<file path="src/rtl/led_pattern_driver_pkg.sv">
// Shared encodings for the LED pattern driver: pattern modes, FSM states and per-mode seeds.
package led_pattern_driver_pkg;

    typedef enum logic [1:0] {
        ModeShiftL = 2'd0,
        ModeShiftR = 2'd1,
        ModeBounce = 2'd2,
        ModeCount  = 2'd3
    } mode_e;

    typedef enum logic [1:0] {
        StIdle = 2'd0,
        StLoad = 2'd1,
        StRun  = 2'd2,
        StHold = 2'd3
    } state_e;

    localparam logic [7:0] SEED_SHIFT_L = 8'h01;
    localparam logic [7:0] SEED_SHIFT_R = 8'h80;
    localparam logic [7:0] SEED_BOUNCE  = 8'h01;
    localparam logic [7:0] SEED_COUNT   = 8'h00;

    localparam int unsigned BOUNCE_PERIOD = 14;

    function automatic logic [7:0] seed_for(mode_e m);
        logic [7:0] s;
        unique case (m)
            ModeShiftL: s = SEED_SHIFT_L;
            ModeShiftR: s = SEED_SHIFT_R;
            ModeBounce: s = SEED_BOUNCE;
            ModeCount:  s = SEED_COUNT;
            default:    s = SEED_COUNT;
        endcase
        return s;
    endfunction

endpackage

</file>
<file path="src/rtl/led_pattern_step.sv">
// Combinational next-pattern rule: one step of the selected mode plus its wrap indication.
module led_pattern_step
    import led_pattern_driver_pkg::*;
(
    input  mode_e      mode,
    input  logic [7:0] led,
    input  logic       dir,
    output logic [7:0] next_led,
    output logic       next_dir,
    output logic       wrap
);

    always_comb begin
        next_led = led;
        next_dir = dir;
        wrap     = 1'b0;
        unique case (mode)
            ModeShiftL: begin
                next_led = {led[6:0], led[7]};
                wrap     = (next_led == SEED_SHIFT_L);
            end
            ModeShiftR: begin
                next_led = {led[0], led[7:1]};
                wrap     = (next_led == SEED_SHIFT_R);
            end
            ModeBounce: begin
                // dir=1 moves toward bit 7; direction flips on arrival at either end.
                if (dir) begin
                    next_led = {led[6:0], 1'b0};
                    if (next_led == 8'h80) begin
                        next_dir = 1'b0;
                    end
                end else begin
                    next_led = {1'b0, led[7:1]};
                    if (next_led == 8'h01) begin
                        next_dir = 1'b1;
                        wrap     = 1'b1;
                    end
                end
            end
            ModeCount: begin
                next_led = led + 8'd1;
                wrap     = (next_led == 8'h00);
            end
            default: begin
                next_led = led;
            end
        endcase
    end

endmodule

</file>
<file path="src/rtl/led_pattern_driver.sv">
// Tick-driven 8-LED pattern engine with a valid/ready mode channel, pause/hold and a wrap pulse.
module led_pattern_driver
    import led_pattern_driver_pkg::*;
#(
    parameter int unsigned NUM_LEDS = 8,
    parameter int unsigned CNT_W    = 9
) (
    input  logic                clk,
    input  logic                rst,
    input  logic                en,
    input  logic [1:0]          mode,
    input  logic                mode_valid,
    output logic                mode_ready,
    input  logic                pause,
    output logic [NUM_LEDS-1:0] led,
    output logic                wrap_pulse
);

    state_e           state_q;
    mode_e            mode_q;
    mode_e            pend_mode_q;
    logic             pending_q;
    logic             dir_q;
    logic [CNT_W-1:0] pos_q;

    logic             take_req;
    logic [7:0]       step_led;
    logic             step_dir;
    logic             step_wrap;
    logic             pos_at_end;
    logic [CNT_W-1:0] pos_next;
    logic             wrap_d;

    led_pattern_step u_step (
        .mode     (mode_q),
        .led      (led),
        .dir      (dir_q),
        .next_led (step_led),
        .next_dir (step_dir),
        .wrap     (step_wrap)
    );

    // mode_ready already encodes "no request pending" outside LOAD.
    assign take_req = mode_valid && mode_ready;

    // Bounce position within its period; must agree with the shape-based wrap.
    assign pos_at_end = (pos_q == CNT_W'(BOUNCE_PERIOD - 1));
    assign pos_next   = pos_at_end ? '0 : pos_q + CNT_W'(1);

    always_comb begin
        wrap_d = step_wrap;
        if (mode_q == ModeBounce) begin
            wrap_d = step_wrap && pos_at_end;
        end
    end

    always_ff @(posedge clk) begin
        if (rst) begin
            state_q     <= StIdle;
            mode_q      <= ModeShiftL;
            pend_mode_q <= ModeShiftL;
            pending_q   <= 1'b0;
            dir_q       <= 1'b1;
            pos_q       <= '0;
            led         <= '0;
            mode_ready  <= 1'b1;
            wrap_pulse  <= 1'b0;
        end else begin
            wrap_pulse <= 1'b0;
            unique case (state_q)
                StIdle: begin
                    led <= '0;
                    if (take_req) begin
                        mode_q     <= mode_e'(mode);
                        mode_ready <= 1'b0;
                        state_q    <= StLoad;
                    end
                end
                StLoad: begin
                    led        <= seed_for(mode_q);
                    dir_q      <= 1'b1;
                    pos_q      <= '0;
                    mode_ready <= 1'b1;
                    state_q    <= StRun;
                end
                StRun: begin
                    if (pause) begin
                        state_q <= StHold;
                    end else if (en) begin
                        if (pending_q) begin
                            // A pending mode replaces this step with the new seed.
                            mode_q     <= pend_mode_q;
                            led        <= seed_for(pend_mode_q);
                            dir_q      <= 1'b1;
                            pos_q      <= '0;
                            pending_q  <= 1'b0;
                            mode_ready <= 1'b1;
                        end else begin
                            led        <= step_led;
                            dir_q      <= step_dir;
                            pos_q      <= pos_next;
                            wrap_pulse <= wrap_d;
                        end
                    end
                    if (take_req) begin
                        pending_q   <= 1'b1;
                        pend_mode_q <= mode_e'(mode);
                        mode_ready  <= 1'b0;
                    end
                end
                StHold: begin
                    if (!pause) begin
                        state_q <= StRun;
                    end
                    if (take_req) begin
                        pending_q   <= 1'b1;
                        pend_mode_q <= mode_e'(mode);
                        mode_ready  <= 1'b0;
                    end
                end
                default: begin
                    state_q <= StIdle;
                end
            endcase
        end
    end

endmodule

</file>
<file path="config.mk">
export PLATFORM = sky130hd
export DESIGN_NAME = led_pattern_driver
export DESIGN_NICKNAME = d
export VERILOG_FILES = /design/src/rtl/led_pattern_driver_pkg.sv /design/src/rtl/led_pattern_step.sv /design/src/rtl/led_pattern_driver.sv
export SDC_FILE = /design/constraint.sdc
export NUM_CORES = 1
export LEC_CHECK = 0
export BUFFER_PORTS_ARGS = -buffer_cell sky130_fd_sc_hd__buf_2
export CAP_MARGIN = 0
export CORE_MARGIN = 4
export CORE_UTILIZATION = 59
export CTS_BUF_LIST = sky130_fd_sc_hd__clkbuf_16
export DETAILED_ROUTE_END_ITERATION = 8
export GPL_TIMING_DRIVEN = 0
export PLACE_DENSITY_LB_ADDON = 0.08
export SYNTH_ARGS = -nofsm -noshare
export SYNTH_HDL_FRONTEND = slang
export SYNTH_SLANG_ARGS = --single-unit
</file>
<file path="constraint.sdc">
create_clock -name clk -period 2.4 [get_ports clk]
set_input_delay 0.24 -clock clk [delete_from_list [all_inputs] [get_ports clk]]
set_output_delay 0.24 -clock clk [all_outputs]
set_load 0.02 [all_outputs]
</file>
==> metrics.yaml <==
status: "finished, final reports clean"
synthArstFlopShare_pct: 0
n_antenna_cell: 0
initialDrtViolationCount: 182
p_leak_nw: 0.8470
cts_resized: 0
die_area_sq_um: 4208
cp.required_ns: 2.61
syn_area_per_cell_sq_um: 7.984
final-hold-violation-count: 0
ant_nets: 0
ys_ff_latch: 27
nets: 277
fin_cells: 303
dieHeight_microns: 64.87
ys_top_cells_by_area: "dfxtp_1 (28%), ha_1 (6.6%), nor2_1 (5.3%)"
drive_gt1_share_pct: 15.83
timing.setup.tns_ns: 0
via_per_inst: 5.957
antenna_found_initial: 0
grt_pass1_wl_microns: 7762
crit_arrival_ns: 2.16
place_inst: 299
cts_tree: "done"
grt_overflow: 0
ir_drop_v: 0.0005487
fin_area_sq_um: 2123
tightest_slew_ns: 0.5435
ys_warn_count: 0
areaGrowthSynthToFinish_pct: 11.28
crit_fanout: 10
cellPowerDensity_nw_per_um2: 923.7
grt_max_degree: 16
vias: 1805
fp-row-count: 20
pre_cts_ws_ns: 0.4699
wl_per_cell_microns: 14.80
start_kind: "flop"
grt_pass1_vias: 1670
coreArea_sq_um: 3078
cts-root-buf: "clkbuf_16"
setup_viol: 0
start_util_pct: 61.99
synth_commonest_cells: "dfxtp_1 (27), nor2_1 (27), a21oi_1 (19)"
ctsHoldBuffers: 0
h-tree-depth: 1
synth_nets: 256
clock.fmax_mhz: 511.0
synth_top_area_cell: "dfxtp_1"
hp-class: "in -> reg"
rsz0062_at_grt: "no"
syn_inst: 239
report.power.total_mw: 1.961
clk_pin_slew_worst_paths_ns: 0.07
post_cts_buffers: 0
clk_latency_ns: 0.26
pin_count: 17
hpwl_microns: 3113
track_usage_pct: 22.99
routabilityCongestion: 0.9373
maxCapViolations: 0
cts_sinks: 27
synth_edf_count: 0
drc: 0
fillCellCount: 270
fin_ws_ns: 0.4430
dr.pass1.iters: 4
dpl_cell_area_sq_um: 2043
yosysSeqAreaShare_pct: 28.33
end_kind: "flop"
port_buffers: 16
fin_skew_ns: 0.002598
yosys.area.top_type_share_pct: 28.33
totalWireLength_microns: 4483
syn_area_sq_um: 1908
ys_types: 55
ys.flop_type: "dfxtp_1"
clk_path_buf_depth: 2
fin_crit_sh_pct: 81.54
slew_viol_final: 0
fin_crit_ns: 1.957
path_class: "reg -> reg"
slew_headroom_pct: 63.77
die_w_microns: 64.87
numCtsBuffers: 3
==> cells by family (layout without fill, tap and decap cells) <==
family | after synthesis | in the layout | synth area share [%]
and+or+nand+nor | 92 | 92 | 26.03
AOI/OAI and AO/OA | 64 | 64 | 22.30
buffers and inverters | 28 | 48 | 7.016
DFF | 27 | 27 | 28.33
adders and majority gates | 10 | 10 | 6.557
xor gates and xnor gates | 9 | 9 | 4.131
muxes | 9 | 9 | 5.639
==> power breakdown <==
group          total, mW  switching (mW)  internal [mW]
Sequential         0.621           0.101          0.520
Clock              0.382           0.157          0.225
Combinational      0.958           0.578          0.380
==> state kept, by name, summed over array words and instances, names as in the netlist <==
signal,flops
led,8
mode_ready,1
state_q,2
pending_q,1
wrap_pulse,1
pos_q,9
dir_q,1
pend_mode_q,2
mode_q,2
==> final cells by class <==
cell class,count,area [sq um],share of cell area (%)
Sequential cell,27,540.5,25.46
Clock inverter,1,5.005,0.2357
Tap cell,44,55.05,2.593
Timing Repair Buffer,16,80.08,3.771
Clock buffer,3,75.07,3.536
Multi-Input combinational cell,184,1234,58.10
Buffer,16,88.84,4.184
Inverter,12,45.04,2.121
==> worst max-delay path: stages, from the launching register on <==
cell	delay, ns
dfxtp_1	0.55
ha_1	0.30
nand3_1	0.11
xor2_1	0.22
nand4_1	0.14
o32ai_1	0.35
o2111a_1	0.24
==> worst paths after layout <==
check                               from             end  slack, ns  cells after the start
worst max-delay path              led[0]      wrap_pulse       0.44                      6
worst min-delay path             mode[1]  pend_mode_q[1]       0.23                      3
worst max register to register    led[0]      wrap_pulse       0.44                      6
worst min register to register  pos_q[8]        pos_q[8]       0.49                      2
==> layout by cell type (no fill, tap or decap), types with 2 or more instances in the layout <==
cell type and n:
nand3_1 7, buf_2 24, nand4b_1 4, a21oi_1 19, buf_4 3, mux2i_1 7
nor2_1 27, a211oi_1 5, nand4_1 4, ha_1 10, dfxtp_1 27, nor2b_1 7
a22oi_1 3, o21ai_0 11, o211ai_1 2, o32ai_1 2, inv_1 12, or3_1 5
xor2_1 7, o31ai_1 3, nand2_1 14, o311a_1 2, clkbuf_1 4, nand3b_1 2
nand2b_1 4, a31oi_1 4, xnor2_1 2, clkbuf_16 3, nor3_1 7
==> routing by layer <==
layer	part of all wire, %	GRT usage, %	vias up
li1	-	-	913
met1	46	32.17	811
met2	46	36.65	75
met3	7.4	3.293	6
met4	0.60	6.332	0
met5	0	0	-
==> through the flow <==
stage / util [%] / hold slack (ns)
2_1_floorplan: - / 0.3839
3_3_place_gp: 66.38 / 0.4752
3_5_place_dp: 66.38 / 0.4787
4_1_cts: 68.98 / 0.2300
5_1_grt: 68.98 / 0.2732
6_report: 68.98 / 0.2280
(Power assumes the default switching activity.)
